## config.mk

```make
export PLATFORM = sky130hd
export DESIGN_NAME = csa_addsub_pipe
export DESIGN_NICKNAME = d
export VERILOG_FILES = /design/src/rtl/csa_pkg.sv /design/src/rtl/csa_select_cell.sv /design/src/rtl/csa_addsub_pipe.sv
export SDC_FILE = /design/constraint.sdc
export NUM_CORES = 1
export LEC_CHECK = 0
export CORE_ASPECT_RATIO = 0.6
export CORE_UTILIZATION = 40
export DETAILED_ROUTE_END_ITERATION = 12
export PLACE_DENSITY_LB_ADDON = 0.25
export SLEW_MARGIN = 30
export SYNTH_ARGS = -nofsm -noshare
export SYNTH_HDL_FRONTEND = slang
export SYNTH_SLANG_ARGS = --single-unit
```

## constraint.sdc

```tcl
create_clock -name clk -period 6 [get_ports clk]
set_clock_uncertainty 0.15 [all_clocks]
set_input_delay 0.6 -clock clk [delete_from_list [all_inputs] [get_ports clk]]
set_output_delay 0.6 -clock clk [all_outputs]
set_load 0.01 [all_outputs]
```

## src/rtl/csa_pkg.sv

```systemverilog
// ============================================================================
// Module   : csa_pkg
// Purpose  : Shared constants, flag bundle and configuration check for the
//            pipelined carry-select adder/subtractor.
// Revision : 1.0 - initial release
// ============================================================================
`default_nettype none

package csa_pkg;

  localparam int CSA_WIDTH  = 32;
  localparam int CSA_BLOCK  = 4;
  localparam int CSA_STAGES = 2;

  typedef struct packed {
    logic cout;
    logic overflow;
    logic is_less_than;
    logic is_less_than_u;
    logic is_not_equal;
  } csa_flags_t;

  // The operand must split evenly into STAGES slices of whole BLOCK cells.
  function automatic bit csa_cfg_ok(input int width, input int block, input int stages);
    return (stages >= 1) && (block >= 1) && (width >= block * stages) &&
           ((width % (block * stages)) == 0);
  endfunction

endpackage

`default_nettype wire

```

## src/rtl/csa_select_cell.sv

```systemverilog
// ============================================================================
// Module   : csa_select_cell
// Purpose  : BLOCK-bit carry-select cell: both carry-in sums precomputed,
//            late carry picks one. Also returns the carry into the cell MSB.
// Revision : 1.0 - initial release
// ============================================================================
`default_nettype none

module csa_select_cell #(
  parameter int BLOCK = 4
) (
  input  logic [BLOCK-1:0] a,
  input  logic [BLOCK-1:0] b,
  input  logic             cin,
  output logic [BLOCK-1:0] sum,
  output logic             cout,
  output logic             cmsb
);

  logic [BLOCK:0] w_sum0;
  logic [BLOCK:0] w_sum1;

  assign w_sum0 = {1'b0, a} + {1'b0, b};
  assign w_sum1 = {1'b0, a} + {1'b0, b} + {{BLOCK{1'b0}}, 1'b1};

  assign sum  = cin ? w_sum1[BLOCK-1:0] : w_sum0[BLOCK-1:0];
  assign cout = cin ? w_sum1[BLOCK]     : w_sum0[BLOCK];

  // Carry into the top bit recovered from the selected sum bit.
  assign cmsb = sum[BLOCK-1] ^ a[BLOCK-1] ^ b[BLOCK-1];

endmodule

`default_nettype wire

```

## src/rtl/csa_addsub_pipe.sv

```systemverilog
// ============================================================================
// Module   : csa_addsub_pipe
// Purpose  : Pipelined carry-select adder/subtractor with compare flags and
//            a valid/ready handshake using one global advance signal.
// Revision : 1.0 - initial release
// ============================================================================
`default_nettype none

module csa_addsub_pipe
  import csa_pkg::*;
#(
  parameter int WIDTH  = CSA_WIDTH,
  parameter int BLOCK  = CSA_BLOCK,
  parameter int STAGES = CSA_STAGES
) (
  input  logic             clk,
  input  logic             rst,
  input  logic             in_valid,
  output logic             in_ready,
  input  logic [WIDTH-1:0] a,
  input  logic [WIDTH-1:0] b,
  input  logic             cin,
  input  logic             op_sub,
  output logic             out_valid,
  input  logic             out_ready,
  output logic [WIDTH-1:0] sum,
  output logic             cout,
  output logic             overflow,
  output logic             is_less_than,
  output logic             is_less_than_u,
  output logic             is_not_equal
);

  localparam int c_sw   = WIDTH / STAGES;
  localparam int c_nc   = c_sw / BLOCK;
  localparam int c_last = STAGES - 1;

  if (!csa_cfg_ok(WIDTH, BLOCK, STAGES)) begin : g_cfg_error
    $error("csa_addsub_pipe: WIDTH must be a multiple of BLOCK*STAGES");
  end

  // Register level 0 captures the effective operands; level k+1 holds the
  // result of slice k. Level STAGES drives the outputs.
  logic [WIDTH-1:0] r_a   [STAGES+1];
  logic [WIDTH-1:0] r_b   [STAGES+1];
  logic [WIDTH-1:0] r_sum [STAGES+1];
  logic             r_c   [STAGES+1];
  logic             r_sub [STAGES+1];
  logic             r_nz  [STAGES+1];
  logic             r_v   [STAGES+1];
  csa_flags_t       r_flags;

  logic [WIDTH-1:0] w_sum_out [STAGES];
  logic             w_c_out   [STAGES];
  logic             w_cmsb    [STAGES];
  logic             w_nz_out  [STAGES];
  csa_flags_t       w_flags;
  logic             w_adv;

  assign w_adv = !r_v[STAGES] || out_ready;

  for (genvar k = 0; k < STAGES; k++) begin : g_stage
    logic [c_nc:0]   w_cc;
    logic            w_cm [c_nc];
    logic [c_sw-1:0] w_slice;

    assign w_cc[0] = r_c[k];

    for (genvar j = 0; j < c_nc; j++) begin : g_cell
      csa_select_cell #(
        .BLOCK(BLOCK)
      ) u_cell (
        .a    (r_a[k][k*c_sw + j*BLOCK +: BLOCK]),
        .b    (r_b[k][k*c_sw + j*BLOCK +: BLOCK]),
        .cin  (w_cc[j]),
        .sum  (w_slice[j*BLOCK +: BLOCK]),
        .cout (w_cc[j+1]),
        .cmsb (w_cm[j])
      );
    end

    // Slice bits above the completed region are still zero in r_sum.
    assign w_sum_out[k] = r_sum[k] | (WIDTH'(w_slice) << (k * c_sw));
    assign w_c_out[k]   = w_cc[c_nc];
    assign w_cmsb[k]    = w_cm[c_nc-1];
    assign w_nz_out[k]  = r_nz[k] | (|w_slice);
  end

  always_comb begin
    w_flags                = '0;
    w_flags.cout           = w_c_out[c_last];
    w_flags.overflow       = w_cmsb[c_last] ^ w_c_out[c_last];
    w_flags.is_less_than   = w_sum_out[c_last][WIDTH-1] ^ w_flags.overflow;
    w_flags.is_less_than_u = r_sub[c_last] & ~w_c_out[c_last];
    w_flags.is_not_equal   = w_nz_out[c_last];
  end

  always_ff @(posedge clk or posedge rst) begin
    if (rst) begin
      for (int k = 0; k <= STAGES; k++) begin
        r_a[k]   <= '0;
        r_b[k]   <= '0;
        r_sum[k] <= '0;
        r_c[k]   <= 1'b0;
        r_sub[k] <= 1'b0;
        r_nz[k]  <= 1'b0;
        r_v[k]   <= 1'b0;
      end
      r_flags <= '0;
    end else if (w_adv) begin
      r_a[0]   <= a;
      r_b[0]   <= op_sub ? ~b : b;
      r_sum[0] <= '0;
      r_c[0]   <= op_sub | cin;
      r_sub[0] <= op_sub;
      r_nz[0]  <= 1'b0;
      r_v[0]   <= in_valid;
      for (int k = 0; k < STAGES; k++) begin
        r_a[k+1]   <= r_a[k];
        r_b[k+1]   <= r_b[k];
        r_sum[k+1] <= w_sum_out[k];
        r_c[k+1]   <= w_c_out[k];
        r_sub[k+1] <= r_sub[k];
        r_nz[k+1]  <= w_nz_out[k];
        r_v[k+1]   <= r_v[k];
      end
      r_flags <= w_flags;
    end
  end

  assign in_ready       = w_adv;
  assign out_valid      = r_v[STAGES];
  assign sum            = r_sum[STAGES];
  assign cout           = r_flags.cout;
  assign overflow       = r_flags.overflow;
  assign is_less_than   = r_flags.is_less_than;
  assign is_less_than_u = r_flags.is_less_than_u;
  assign is_not_equal   = r_flags.is_not_equal;

endmodule

`default_nettype wire

```

# Word-level counts from Yosys, hierarchy flattened
# Index checks and enable logic that the tools add are counted.
[word_totals]
output_inout_bits = 39
in_bits = 70
elab_cells = 66
regBits = 189
[classes]
add_sub_neg = 16
n_bitwise = 10
muxes = 17
reduce_logical = 4
[ops]
columns = ["op", "count"]
rows = [
  ["$add 4x4->5", 8],
  ["$add 5x1->5 const B", 8],
  ["$mux 32", 1],
  ["$mux 4", 8],
  ["$not 32->32", 1],
  ["$or 16x32->32", 1],
  ["$reduce_or 16->1", 2],
  ["$mux 1", 8],
  ["$xor 1x1->1", 4],
  ["$or 1x1->1", 2],
  ["$and 1x1->1", 1],
  ["$logic_not 1->1", 1],
  ["$logic_or 1x1->1", 1],
  ["$not 1->1", 1],
]

# Longest topological paths before layout
[depth]
ltp_word = 10
ltp_mapped = 13
depth_no_buf = 13

# Hierarchy
# Synthesis repeated with hierarchy kept, for this count alone.
[unflattened]
cells_unflattened = 682
hier_area_um2 = 8822.2
[modules_own_cells]
columns = ["mod", "area_per_inst_um2", "instances", "seq_area_each_um2", "cells_each"]
rows = [
  ["csa_addsub_pipe", 6720.2, 1, 3928.8, 458],
  ["csa_select_cell", 262.8, 8, 0.0, 28],
]

# Least setup slack after synthesis
# OpenSTA, ideal clock, no wires.
[synth_path]
path_type = "register to register"
from = "reg r_b[48] in the netlist's numbering"
to = "reg r_flags, in the netlist is_not_equal"
path_buffers = 0
setup_time_ns = 0.119
path_stages_with_launch = 14
slack_ns = 2.180
arrival_ns = 3.551
synth_period_minus_slack_ns = 3.820
t_required_ns = 5.731
cell_sequence = "dfrtp_1 -> ha_1 -> fa_1 -> ha_1 -> nand4_1 -> a2111oi_2 -> a2111oi_4 -> and4_4 -> or3_4 -> xnor2_2 -> nor4_1 -> xor2_1 -> o2111ai_1 -> o21a_1"
[synth_via]
elab_chain_len = 8
elab_cells_between_ends = 11
cone_classes = "add/sub (2); mux (7); bitwise (1); reduce/logical (1)"
[synth_rtl]
columns = ["item", "line", "text"]
rows = [
  ["start: declaration", "csa_addsub_pipe.sv:45", "logic [WIDTH-1:0] r_b [STAGES+1];"],
  ["start signal: indexed assignment", "csa_addsub_pipe.sv:120", "r_b[k+1] <= r_b[k];"],
  ["$add 4x4->5 *", "csa_select_cell.sv:23, csa_select_cell.sv:24", ""],
  ["$add 5x1->5", "csa_select_cell.sv:24", "assign w_sum1 = {1'b0, a} + {1'b0, b} + {{BLOCK{1'b0}}, 1'b1};"],
  ["$mux 1 (3 in series)", "csa_select_cell.sv:27", "assign cout = cin ? w_sum1[BLOCK] : w_sum0[BLOCK];"],
  ["$mux 4", "csa_select_cell.sv:26", "assign sum = cin ? w_sum1[BLOCK-1:0] : w_sum0[BLOCK-1:0];"],
  ["$reduce_or 16->1 *", "csa_addsub_pipe.sv:86", "assign w_nz_out[k] = r_nz[k] | (|w_slice);"],
  ["$or 1x1->1 *", "csa_addsub_pipe.sv:86", ""],
  ["end signal: assignment", "csa_addsub_pipe.sv:127", "r_flags <= w_flags;"],
  ["end: declaration", "csa_addsub_pipe.sv:51", "csa_flags_t r_flags;"],
]
# Mark *: on every way between the ends. The rest lies on a longest branch, timed or not.
# A chain may end at the register's enable or synchronous reset.

# Final worst setup path
# Same ends and word-level chain as after synthesis.

==> impl_results.md <==
* WL/cell at 14.20 um
* Die area at 0.02148 mm^2
* Fin crit share at 0.6891
* Buffers and inverters on the worst path at 0
* Setup crit end kind: flop
* TritonCTS Buffers at 17
* Critical path's top delay family: adder cells
* Most frequent cells in the layout: 330 x nand2_1, 157 x dfrtp_1, 107 x clkdlybuf4s50_1
* 1st-pass router iterations at 7
* Mapped Nets at 1042
* Clock Pin Slew Worst Setup and Hold Paths at 0.07 ns
* Max Cap Viol at 0
* Max stage delay cell, worst path: fa_1
* PortBufs at 108
* Syn Area/Cell at 9.039 um^2
* Post-synthesis async set-or-reset flop share at 1.000
* Htree depth at 4
* DRC viols at 0
* Crit path time final at 4.134 ns
* CTS tree: yes
* Footprint of the multi-input gates at 0.003981 mm^2
* Syn. warnings at 0
* Final setup viols at 0
* Number of nets in the layout at 1100
* Total gr overflow at 0
* Synth Register Bits at 157
* Worst hold path class: flop to flop
* Actual slew at the worst max-slew pin at 0.8775 ns
* Die W at 188.5 um
* VDD IR-drop max at 0.0004558 V
* ANT nets after route at 0
* P&R area growth vs syn at 20.22%
* Overall power at 5.492 mW
* Detailed-route vias per instance at 4.762
* Final hold vios at 0
* Post-Synthesis Cells at 924
* Status: finished clean
* Largest net degree at the start of global routing at 198
* DP Area at 0.009449 mm^2
* First-pass GRT wire length at 29850 um
* Layout cells sized above 1 at 0.05025
* Reg area at 0.003929 mm^2
* I/O pins at 109
* Post-synth EDFFs at 0
* Most used cell, CP: ha_1
* Via count at 6038
* Critical Path RT at 6.17 ns
* Clock Tree Root: clkbuf_16
* Clock buffer depth at 2
* Final core occ at 0.4966
* Synth Flop Type: dfrtp_1
* Number of setup buffers added after CTS at 0
* Total GRT Usage at 0.1790
* Final TNS setup at 0 ns
* Diodes inserted at 0
* Mapped cell area at 0.008352 mm^2
* CORE AREA at 0.02022 mm^2
* Power density cells at 547.0 mW/mm^2
* Leakage Power at 4.656 nW
* Initial antenna violation count at 0
* Crit Path Class: flop to flop
* Clk sinks at 157
* Crit Path Max Fanout at 7
* Register area share after synthesis at 0.4704
* Max-slew violations at 0
* Starting Density at 0.4131
* Vias in the first global route at 5724
* Hold slack at 0.3180 ns
* Cell Chain, Critical Path: ha_1 -> fa_1 -> ha_1 -> nand4_1 -> a2111oi_2 -> a2111oi_4 -> and4_4 -> or3_4 -> xnor2_2 -> nor4_1 -> xor2_1 -> o2111ai_1 -> o21a_1
* Die H at 113.9 um
* Rows at 40
* Reg2reg setup slack at 1.87 ns
* RSZ-0062 raised after global routing: no
* Relative slew slack at 0.4150
* DP Wirelength at 12610 um
* Startpoint Class: flop
* Most common cell after layout, fill and taps aside: nand2_1
* GP Congestion at 0.8806
* Hold Buf Count CTS at 0
* DRT iter0 DRCs at 367
* Netlist cell types at 51
* Fillers at 1976
* Fmax at 241.9 MHz
* CTS-repair resized insts at 0
* Finished layout cell area at 0.01004 mm^2
* Drt total wl at 18010 um
* Arrival @ worst endpoint at 4.30 ns
* Crit-path max cell delay at 0.57 ns
* Worst-Skew Late Latency at 0.43 ns
==> cells in the mapped netlist (2+ instances only) <==
cell / count / area [um^2]
nand2_1: 330 / 1239
dfrtp_1: 157 / 3929
o21ai_0: 62 / 310.3
xnor2_1: 59 / 516.8
ha_1: 40 / 500.5
clkbuf_1: 37 / 138.9
buf_4: 32 / 240.2
a21oi_1: 28 / 140.1
nor2_1: 28 / 105.1
xor2_1: 24 / 210.2
a21o_1: 17 / 127.6
inv_1: 13 / 48.80
fa_1: 8 / 160.2
mux2i_1: 8 / 80.08
nand3_1: 8 / 40.04
nor3_1: 8 / 40.04
a31oi_1: 4 / 25.02
nand2b_1: 4 / 25.02
nand4_1: 4 / 25.02
nor4_1: 4 / 25.02
a2111oi_0: 3 / 26.28
a211oi_1: 3 / 22.52
and2_1: 3 / 18.77
and3_1: 3 / 18.77
or3_1: 3 / 18.77
xnor2_2: 3 / 48.80
a22oi_1: 2 / 15.01
a41oi_1: 2 / 17.52
buf_1: 2 / 7.510
buf_2: 2 / 10.01
nor2b_1: 2 / 12.51
o21a_1: 2 / 15.01
==> state kept, by name, summed over array words and instances (netlist names), 2 cells and up <==
register      flops
g_stage.w_cc      2
sum              32
r_a              48
r_sum            16
r_v               2
r_b              48
r_sub             2
==> routing by layer <==
metal	vias to the layer above	track usage	part of all wire	routed length, um
li1	3123	-	-	-
met1	2773	0.3048	0.60	10790
met2	130	0.2110	0.34	6208
met3	12	0.04431	0.049	890
met4	0	0.04677	0.0066	118
met5	-	0	0	0
==> cell type report <==
class,instances,share of cell area
Clock buffer,17,0.04237
Clock inverter,15,0.01632
Inverter,14,0.005857
Multi-Input combinational cell,680,0.3965
Sequential cell,157,0.3913
Tap cell,273,0.03402
Timing Repair Buffer,112,0.1136
==> logic make-up (layout without fill, tap and decap cells) <==
group	after synthesis	after routing	share of synthesized area
flip-flops	157	157	0.4704
AND/OR/NAND/NOR	404	404	0.1961
AO/OA/AOI/OAI	133	133	0.09678
XOR/XNOR	86	86	0.09288
adder cells (fa/ha/maj)	48	48	0.07910
buffers and inverters	87	158	0.05378
multiplexers	9	9	0.01094
==> worst reg2reg max path, cell delays in order (launching register included) <==
cell and delay [ns]:
dfrtp_1 0.38, ha_1 0.24, fa_1 0.57, ha_1 0.23, nand4_1 0.11, a2111oi_2 0.54, a2111oi_4 0.13, and4_4 0.23
or3_4 0.38, xnor2_2 0.20, nor4_1 0.25, xor2_1 0.31, o2111ai_1 0.16, o21a_1 0.13
==> final timing paths <==
path,start,endpoint,cells past startpoint
worst max-delay path,r_b[48],is_not_equal,13
worst max register to register,r_b[48],is_not_equal,13
min in group asynchronous,rst,sum[4],2
max in group asynchronous,rst,r_b[73],4
worst min-delay path,r_a[84],r_a[84],2
worst min register to register,r_a[84],r_a[84],2
==> report_power, final <==
group	switching, mW	leakage (nW)	internal, mW	total, mW
sequential	0.261	1.88	1.46	1.72
combinational	1.50	2.49	1.18	2.69
clock	0.464	0.290	0.620	1.08
==> through the flow <==
stage	std cells	setup slack, ns
finish	1268	1.866
CTS	1268	1.881
floorplan	924	1.015
global route	1268	1.608
detailed placement	1236	1.899
global placement	1235	2.003
Power figures use the tool's default switching activity.
